<file path="config.mk">
export PLATFORM = sky130hd
export DESIGN_NAME = div8x8
export DESIGN_NICKNAME = d
export VERILOG_FILES = /design/src/rtl/div8x8_pkg.sv /design/src/rtl/div8x8_sub9.sv /design/src/rtl/div8x8.sv
export SDC_FILE = /design/constraint.sdc
export NUM_CORES = 1
export LEC_CHECK = 0
export BUFFER_PORTS_ARGS = -buffer_cell sky130_fd_sc_hd__buf_2
export CORE_MARGIN = 2
export CORE_UTILIZATION = 25
export CTS_CLUSTER_DIAMETER = 100
export DETAILED_ROUTE_END_ITERATION = 10
export PLACE_DENSITY = 0.53
export SYNTH_ARGS = -nofsm -noshare
export SYNTH_HDL_FRONTEND = slang
export SYNTH_SLANG_ARGS = --single-unit
</file>
<file path="constraint.sdc">
create_clock -name clk -period 4.4 [get_ports clk]
set_clock_uncertainty 0.05 [all_clocks]
set_input_delay 0.66 -clock clk [delete_from_list [all_inputs] [get_ports clk]]
set_output_delay 0.66 -clock clk [all_outputs]
set_load 0.02 [all_outputs]
</file>
<file path="src/rtl/div8x8_pkg.sv">
// Shared constants and types for the sequential restoring divider.
// Latency: n/a (declarations only).
// Backpressure: n/a.
// Contents: FSM state encoding, default operand width, iteration-counter width.
package div8x8_pkg;

  // Default operand/quotient/remainder width; also the number of iterations.
  localparam int DEF_WIDTH = 8;

  // Width of the iteration counter for the default width.
  localparam int CNT_W = $clog2(DEF_WIDTH);

  // Divider control states, 2-bit encoding.
  typedef enum logic [1:0] {
    IDLE = 2'd0,
    RUN  = 2'd1,
    DONE = 2'd2
  } state_t;

endpackage

</file>
<file path="src/rtl/div8x8_sub9.sv">
// Combinational W-bit subtractor used for the divider's trial subtract.
// Latency: 0 cycles (pure combinational).
// Backpressure: none.
// Ports: a, b (W-bit minuend/subtrahend) -> diff = a - b (W bits), borrow = (a < b).
module sub9 #(
  parameter int W = 9
) (
  input  logic [W-1:0] a,
  input  logic [W-1:0] b,
  output logic [W-1:0] diff,
  output logic         borrow
);

  // One extra bit on each side so the carry-out of the subtract is the borrow.
  always_comb begin
    {borrow, diff} = {1'b0, a} - {1'b0, b};
  end

endmodule

</file>
<file path="src/rtl/div8x8.sv">
// Sequential unsigned restoring divider, one quotient bit per clock.
// Latency: WIDTH+1 cycles start-to-done_flag; 1 cycle for a zero divisor.
// Backpressure: none; start is only sampled in IDLE, ignored otherwise (no queue).
// Ports: clk, reset (sync, active-high), start, dataa (dividend), datab (divisor)
//        -> quotient, remainder (registered), busy, done_flag (1-cycle), div_by_zero.
module div8x8
  import div8x8_pkg::*;
#(
  parameter int WIDTH = DEF_WIDTH
) (
  input  logic             clk,
  input  logic             reset,
  input  logic             start,
  input  logic [WIDTH-1:0] dataa,
  input  logic [WIDTH-1:0] datab,
  output logic [WIDTH-1:0] quotient,
  output logic [WIDTH-1:0] remainder,
  output logic             busy,
  output logic             done_flag,
  output logic             div_by_zero
);

  localparam int CW = (WIDTH > 1) ? $clog2(WIDTH) : 1;

  state_t           state;
  state_t           state_nxt;

  logic [WIDTH-1:0] dvd;        // dividend, shifted out MSB first
  logic [WIDTH-1:0] dvs;        // divisor, held for the whole operation
  logic [WIDTH-1:0] rem_r;      // partial remainder, always < divisor between steps
  logic [CW-1:0]    count;

  logic [WIDTH:0]   r_shift;
  logic [WIDTH:0]   t_diff;
  logic             t_borrow;
  logic             trial_neg;
  logic [WIDTH-1:0] rem_nxt;
  logic             last_iter;
  logic             accept;

  // Shift step: bring the next dividend bit into the (WIDTH+1)-bit remainder.
  assign r_shift = {rem_r, dvd[WIDTH-1]};

  sub9 #(
    .W(WIDTH + 1)
  ) u_sub (
    .a      (r_shift),
    .b      ({1'b0, dvs}),
    .diff   (t_diff),
    .borrow (t_borrow)
  );

  // Because the stored remainder is below the divisor, the shifted value is below
  // twice the divisor, so the trial MSB and the subtractor borrow always agree;
  // either one marks a failed trial.
  assign trial_neg = t_diff[WIDTH] | t_borrow;

  // A successful trial leaves a difference below the divisor, so WIDTH bits suffice.
  // A failed trial keeps r_shift, which is then also below the divisor.
  assign rem_nxt   = trial_neg ? r_shift[WIDTH-1:0] : t_diff[WIDTH-1:0];

  assign last_iter = (count == CW'(WIDTH - 1));
  assign accept    = (state == IDLE) && start;

  // State register.
  always_ff @(posedge clk) begin
    if (reset) begin
      state <= IDLE;
    end else begin
      state <= state_nxt;
    end
  end

  // Next-state and status outputs.
  always_comb begin
    state_nxt = state;
    busy      = 1'b0;
    done_flag = 1'b0;
    case (state)
      IDLE: begin
        if (start) begin
          state_nxt = (datab == '0) ? DONE : RUN;
        end
      end
      RUN: begin
        busy = 1'b1;
        if (last_iter) begin
          state_nxt = DONE;
        end
      end
      DONE: begin
        done_flag = 1'b1;
        state_nxt = IDLE;
      end
      default: begin
        state_nxt = IDLE;
      end
    endcase
  end

  // Datapath registers. Results and div_by_zero only change on an accepted
  // start or while iterating, so they hold through DONE and the following IDLE.
  always_ff @(posedge clk) begin
    if (reset) begin
      dvd         <= '0;
      dvs         <= '0;
      rem_r       <= '0;
      count       <= '0;
      quotient    <= '0;
      remainder   <= '0;
      div_by_zero <= 1'b0;
    end else begin
      if (accept) begin
        if (datab != '0) begin
          dvd         <= dataa;
          dvs         <= datab;
          rem_r       <= '0;
          count       <= '0;
          quotient    <= '0;
          remainder   <= '0;
          div_by_zero <= 1'b0;
        end else begin
          // Zero divisor: report without iterating.
          quotient    <= '1;
          remainder   <= dataa;
          div_by_zero <= 1'b1;
        end
      end else if (state == RUN) begin
        dvd       <= dvd << 1;
        rem_r     <= rem_nxt;
        remainder <= rem_nxt;
        // Quotient bits enter at the LSB; after WIDTH steps the first lands at the MSB.
        quotient  <= {quotient[WIDTH-2:0], ~trial_neg};
        count     <= count + CW'(1);
      end
    end
  end

endmodule

</file>
# Yosys cells after proc, flatten, opt, wreduce, memory -nomap -nowiden
# Cells that the tools add are included.
# word_totals
latch_bits,0
romBits,0
regBits,46
n_memories,0
ramBits,0
inputBits,19
# op_classes
n_lt_le_gt_ge,0
shift,0
addsub,2
n_eq_ne,6
bitwise_logic,2
n_mux,22
n_reduce_logical,8
div_mod_pow,0
multipliers,0
# op_table
operator,n
$mux 8,12
$sub 9x8->10,1
$mux 3,3
$logic_not 8->1,1
$reduce_bool 8->1,1
$mux 2,3
$reduce_and 2->1,3
$ne 2x2->1 const B,2
$pmux 2 s2,1
$add 3x1->3 const B,1
$eq 3x3->1 const B,1
$mux 1,3
$eq 2x1->1 const B,1
$eq 2x2->1 const B,1
$logic_not 2->1,1
$ne 2x1->1 const B,1
$reduce_bool 2->1,1
$logic_and 1x1->1,1
$not 1->1,1
$or 1x1->1,1

# Logic depth before layout (Yosys ltp)
# depth
ltp_word,5
ltp_mapped,11
mapped_depth_nobuf,10

# Cells and area by module
# From an unflattened synthesis, not the netlist that was laid out.
# unflattened
hier_cells,292
area_unflattened_um2,2672.6
# by_module_without_submodules
mod,cells_each,seq_area_each_um2,instances,area_each_um2
div8x8,242,920.9,1,2303.5
sub9,50,0.0,1,369.1

# Least setup slack after synthesis
# OpenSTA, ideal clock, no wires.
# synth_path
path_kind,register -> register
from,register dvs[6]
to,register remainder[0]
required_ns,4.250
synth_period_minus_slack_ns,2.379
setup_ns,0.100
arrival_time_ns,2.230
path_stages_with_launch,10
path_slack_ns,2.021
path_buffers,1
cell_sequence,dfxtp_1 inv_1 ha_1 a21oi_2 nor2b_1 or3_1 o221a_1 buf_6 mux2_4 a2111oi_4
# synth_between
elab_chain_cells,5
# synth_rtl
item,line,text
start: declaration,div8x8.sv:29,logic [WIDTH-1:0] dvs;
start signal: assignment,div8x8.sv:116,dvs <= datab;
$sub 9x8->10,div8x8_sub9.sv:16,"{borrow, diff} = {1'b0, a} - {1'b0, b};"
$or 1x1->1,div8x8.sv:56,assign trial_neg = t_diff[WIDTH] | t_borrow;
$mux 8,div8x8.sv:60,assign rem_nxt = trial_neg ? r_shift[WIDTH-1:0] : t_diff[WIDTH-1:0];
$mux 8,div8x8.sv:128,end else if (state == RUN) begin
$mux 8,div8x8.sv:113,if (accept) begin
end signal: assignment,div8x8.sv:125,remainder <= dataa;
end signal: assignment,div8x8.sv:131,remainder <= rem_nxt;
end: declaration,div8x8.sv:17,"output logic [WIDTH-1:0] remainder,"
# No other way between the ends. The select of a mux whose other input is x is not followed.
# A chain may end at the register's enable or synchronous reset.

# Worst setup path in the final report
# layout_path
from,register dvs[0]
to,register remainder[4]
# layout_between
elab_chain_cells,5
# layout_rtl
item,line
$sub 9x8->10 (*),div8x8_sub9.sv:16
$or 1x1->1,div8x8.sv:56
$mux 8 (*),div8x8.sv:60
$mux 8 (*),div8x8.sv:128
$mux 8 (*),div8x8.sv:113
# Mark *: on every way between the ends. The rest lies on a longest branch, timed or not. The select of a mux whose other input is x is not followed.

==> impl_metrics.csv <==
group,metric,value,unit
status,status,"completed",
synthesis,synthesis.nets,309,
critical_path,path_class,"flip-flop to flip-flop",
final_layout,nFillCells,979,
synthesis,ys_types,45,
floorplan,num_rows,35,
hold_path,hp-class,"flip-flop to flip-flop",
timing,period_share,0.660,
placed_design,place.gp.congestion,0.854,
critical_path,worst_path_max_delay_cell,"o221a_1",
critical_path,crit_arrival,3.03,ns
route,remaining_drc_errors,0,
synthesis,synthFlopType,"dfxtp_1",
timing,setup_ws,1.50,ns
timing,rsz0062_at_grt,"no",
clocking,clockRootBuffer,"clkbuf_8",
placed_design,pre_cts_ws,1.24,ns
critical_path,start_kind,"flip-flop",
timing,setup_viol,0,
final_layout,areaGrowthSynthToFinish,15.7,%
power_and_ir_drop,p_sw,0.315,mW
route,finalWirelength,6120,µm
synthesis,syn_inst,279,
clocking,hold_buffers,0,
clocking,cts_buffer_depth,2,
final_layout,fin_cells,422,
clocking,h-tree-depth,2,
route,num_vias,2094,
route,drt_iter0_markers,141,
global_routing,antenna_found_initial,0,
clocking,ctsResizeCount,0,
timing,max_slew.worst_pin.slew,1.09,ns
timing,setup_tns,0,ns
global_routing,grt_pass1_vias,2015,
route,dr.pass1.iters,4,
power_and_ir_drop,p_leak,1.05,nW
timing,drv_slew,0,
synthesis,yosysWarnings,0,
placed_design,numPortBuffers,37,
power_and_ir_drop,power,0.956,mW
critical_path,crit_chain,"ha_1 > inv_1 > fa_1 > nand3_1 > a21oi_1 > o21ai_0 > o221a_1 > mux2i_1 > a2111oi_0",
timing,fmax,0.345,GHz
critical_path,critical_path_buf_inv_count,1,
power_and_ir_drop,seq_power_share,0.475,
clocking,clk_pin_slew,0.10,ns
clocking,post-cts-setup-buffers,0,
synthesis,synthArstFlopShare,0,
floorplan,fp.dieArea,0.0101,mm²
floorplan,die_h,100,µm
synthesis,synth-edff-count,0,
power_and_ir_drop,peakVddDrop,0.127,mV
timing,period_minus_slack,2.90,ns
placed_design,dp.cells,414,
clocking,cts_made_buffers,5,
power_and_ir_drop,p_comb_frac,0.239,
global_routing,grtUsageTotal,0.124,
timing,max-slew-margin-rel,0.273,
global_routing,grt_overflow_total,0,
critical_path,cp-end-kind,"flip-flop",
synthesis,ys_seq_elements,46,
clocking,clkSinkCount,46,
floorplan,core_area,0.00911,mm²
floorplan,die_x,100,µm
route,wl_per_cell,14.5,µm
power_and_ir_drop,switching_share,0.329,
final_layout,antenna_cells,0,
clocking,clkLatencyLatePin,0.30,ns
power_and_ir_drop,p_int,0.641,mW
placed_design,dpl.hpwl,4490,µm
final_layout,drive_gt1_frac,0.170,
power_and_ir_drop,clockPowerShare,0.286,
route,vias_per_cell,4.96,
synthesis,ys_seq_area_frac,0.397,
synthesis,syn_avg_cell_area,8.31,µm²
global_routing,grt_pass1_wl,9980,µm
critical_path,crit_fanout,9,
critical_path,required,4.53,ns
final_layout,nets,340,
global_routing,grt_max_degree,43,
route,drtAntennaViolNets,0,
run,max_cap_violations,0,
timing,hold_violations,0,
floorplan,io_pins,38,
critical_path,critical_path.top_delay_family,"compound AO/OA/AOI/OAI gates",
synthesis,netlist_area,0.00232,mm²
floorplan,start_util,0.255,
critical_path,slowest_delay,0.58,ns
clocking,cts_tree,"yes",
power_and_ir_drop,power_density,356,mW/mm²
[state kept, by name, summed over array words and instances (netlist names)]
signal / cells
count: 3
dvs: 8
remainder: 8
quotient: 8
dvd: 8
state: 2
div_by_zero: 1
rem_r: 8
[through the flow]
stage,hold slack (ns),instance area [µm²],util
2_1_floorplan,0.382,2320,-
3_3_place_gp,0.392,2590,0.285
3_5_place_dp,0.397,2590,0.285
4_1_cts,0.412,2690,0.295
5_1_grt,0.440,2690,0.295
6_report,0.410,2690,0.295
[layout by cell type, fill, tap and decap left out, drive strengths merged, types with 2 or more instances in the layout]
master	netlist	routed
dfxtp	46	46
nand2	45	45
buf	3	39
a21oi	34	34
nor2	28	28
inv	11	12
nand3	10	10
ha	10	10
a31oi	8	8
mux2i	7	7
a311oi	7	7
a2111oi	7	7
o2bb2ai	6	6
nor2b	5	5
a22oi	5	5
clkbuf	12	5
nand2b	4	4
xnor2	3	3
o21ai	3	3
or4	2	2
a21o	2	2
or3	2	2
a221oi	2	2
o21a	2	2
xor2	2	2
clkinvlp	0	2
nor3	2	2
[worst paths after layout]
check                             from      endpoint  slack (ns)  cells after the start
worst max-delay path            dvs[0]  remainder[4]        1.50                      9
worst max register to register  dvs[0]  remainder[4]        1.50                      9
worst min-delay path            dvd[0]        dvd[0]        0.41                      2
worst min register to register  dvd[0]        dvd[0]        0.41                      2
[tightest hold or removal path: stages (launching register included)]
cell     delay [ns]
dfxtp_1        0.32
nand2_1        0.05
a21oi_1        0.05
[cells by family after synthesis]
kind of cell,synth area share
AND/OR/NAND/NOR,0.196
AO/OA/AOI/OAI,0.242
flip-flops,0.397
buffers and inverters,0.0464
adder cells (fa/ha/maj),0.0626
multiplexers,0.0367
XOR/XNOR,0.0189
[per-layer routing]
| layer | routed length (µm) | GRT usage |
|---|---|---|
| met1 | 3070 | 0.178 |
| met2 | 2730 | 0.192 |
| met4 | 42 | 0.0295 |
| met3 | 273 | 0.0258 |
| met5 | 0 | 0 |
[power by group through the flow]
stage | registers (mW) | clock network [mW] | logic (mW)
after global routing | 0.458 | 0.297 | 0.255
after floorplan | 0.469 | 0 | 0.165
final | 0.454 | 0.273 | 0.228
after CTS | 0.454 | 0.285 | 0.230
after global placement | 0.464 | 0 | 0.227
after detailed placement | 0.464 | 0 | 0.229
[synthesized netlist by cell type (3+ instances only)]
cell	n	area share
nor2b_1	5	0.013
nand2b_1	4	0.011
mux2i_1	7	0.030
a21oi_1	33	0.071
clkbuf_1	11	0.018
xnor2_1	3	0.011
nand3_1	10	0.022
dfxtp_1	46	0.40
nand2_1	45	0.073
a22oi_1	5	0.016
a2111oi_0	6	0.023
a31oi_1	8	0.022
nor2_1	27	0.044
ha_1	10	0.054
o2bb2ai_1	6	0.023
inv_1	11	0.018
a311oi_1	7	0.026
[area by class of cell]
cell class | count | area [µm²] | share of cell area
clock buffer | 5 | 68.8 | 0.0256
clock inverter | 3 | 23.8 | 0.00885
inverter | 11 | 41.3 | 0.0154
multi-input combinational | 207 | 1290 | 0.481
sequential | 46 | 921 | 0.343
tap | 111 | 139 | 0.0517
timing repair buffer | 39 | 200 | 0.0746
(Power assumes the default switching activity.)
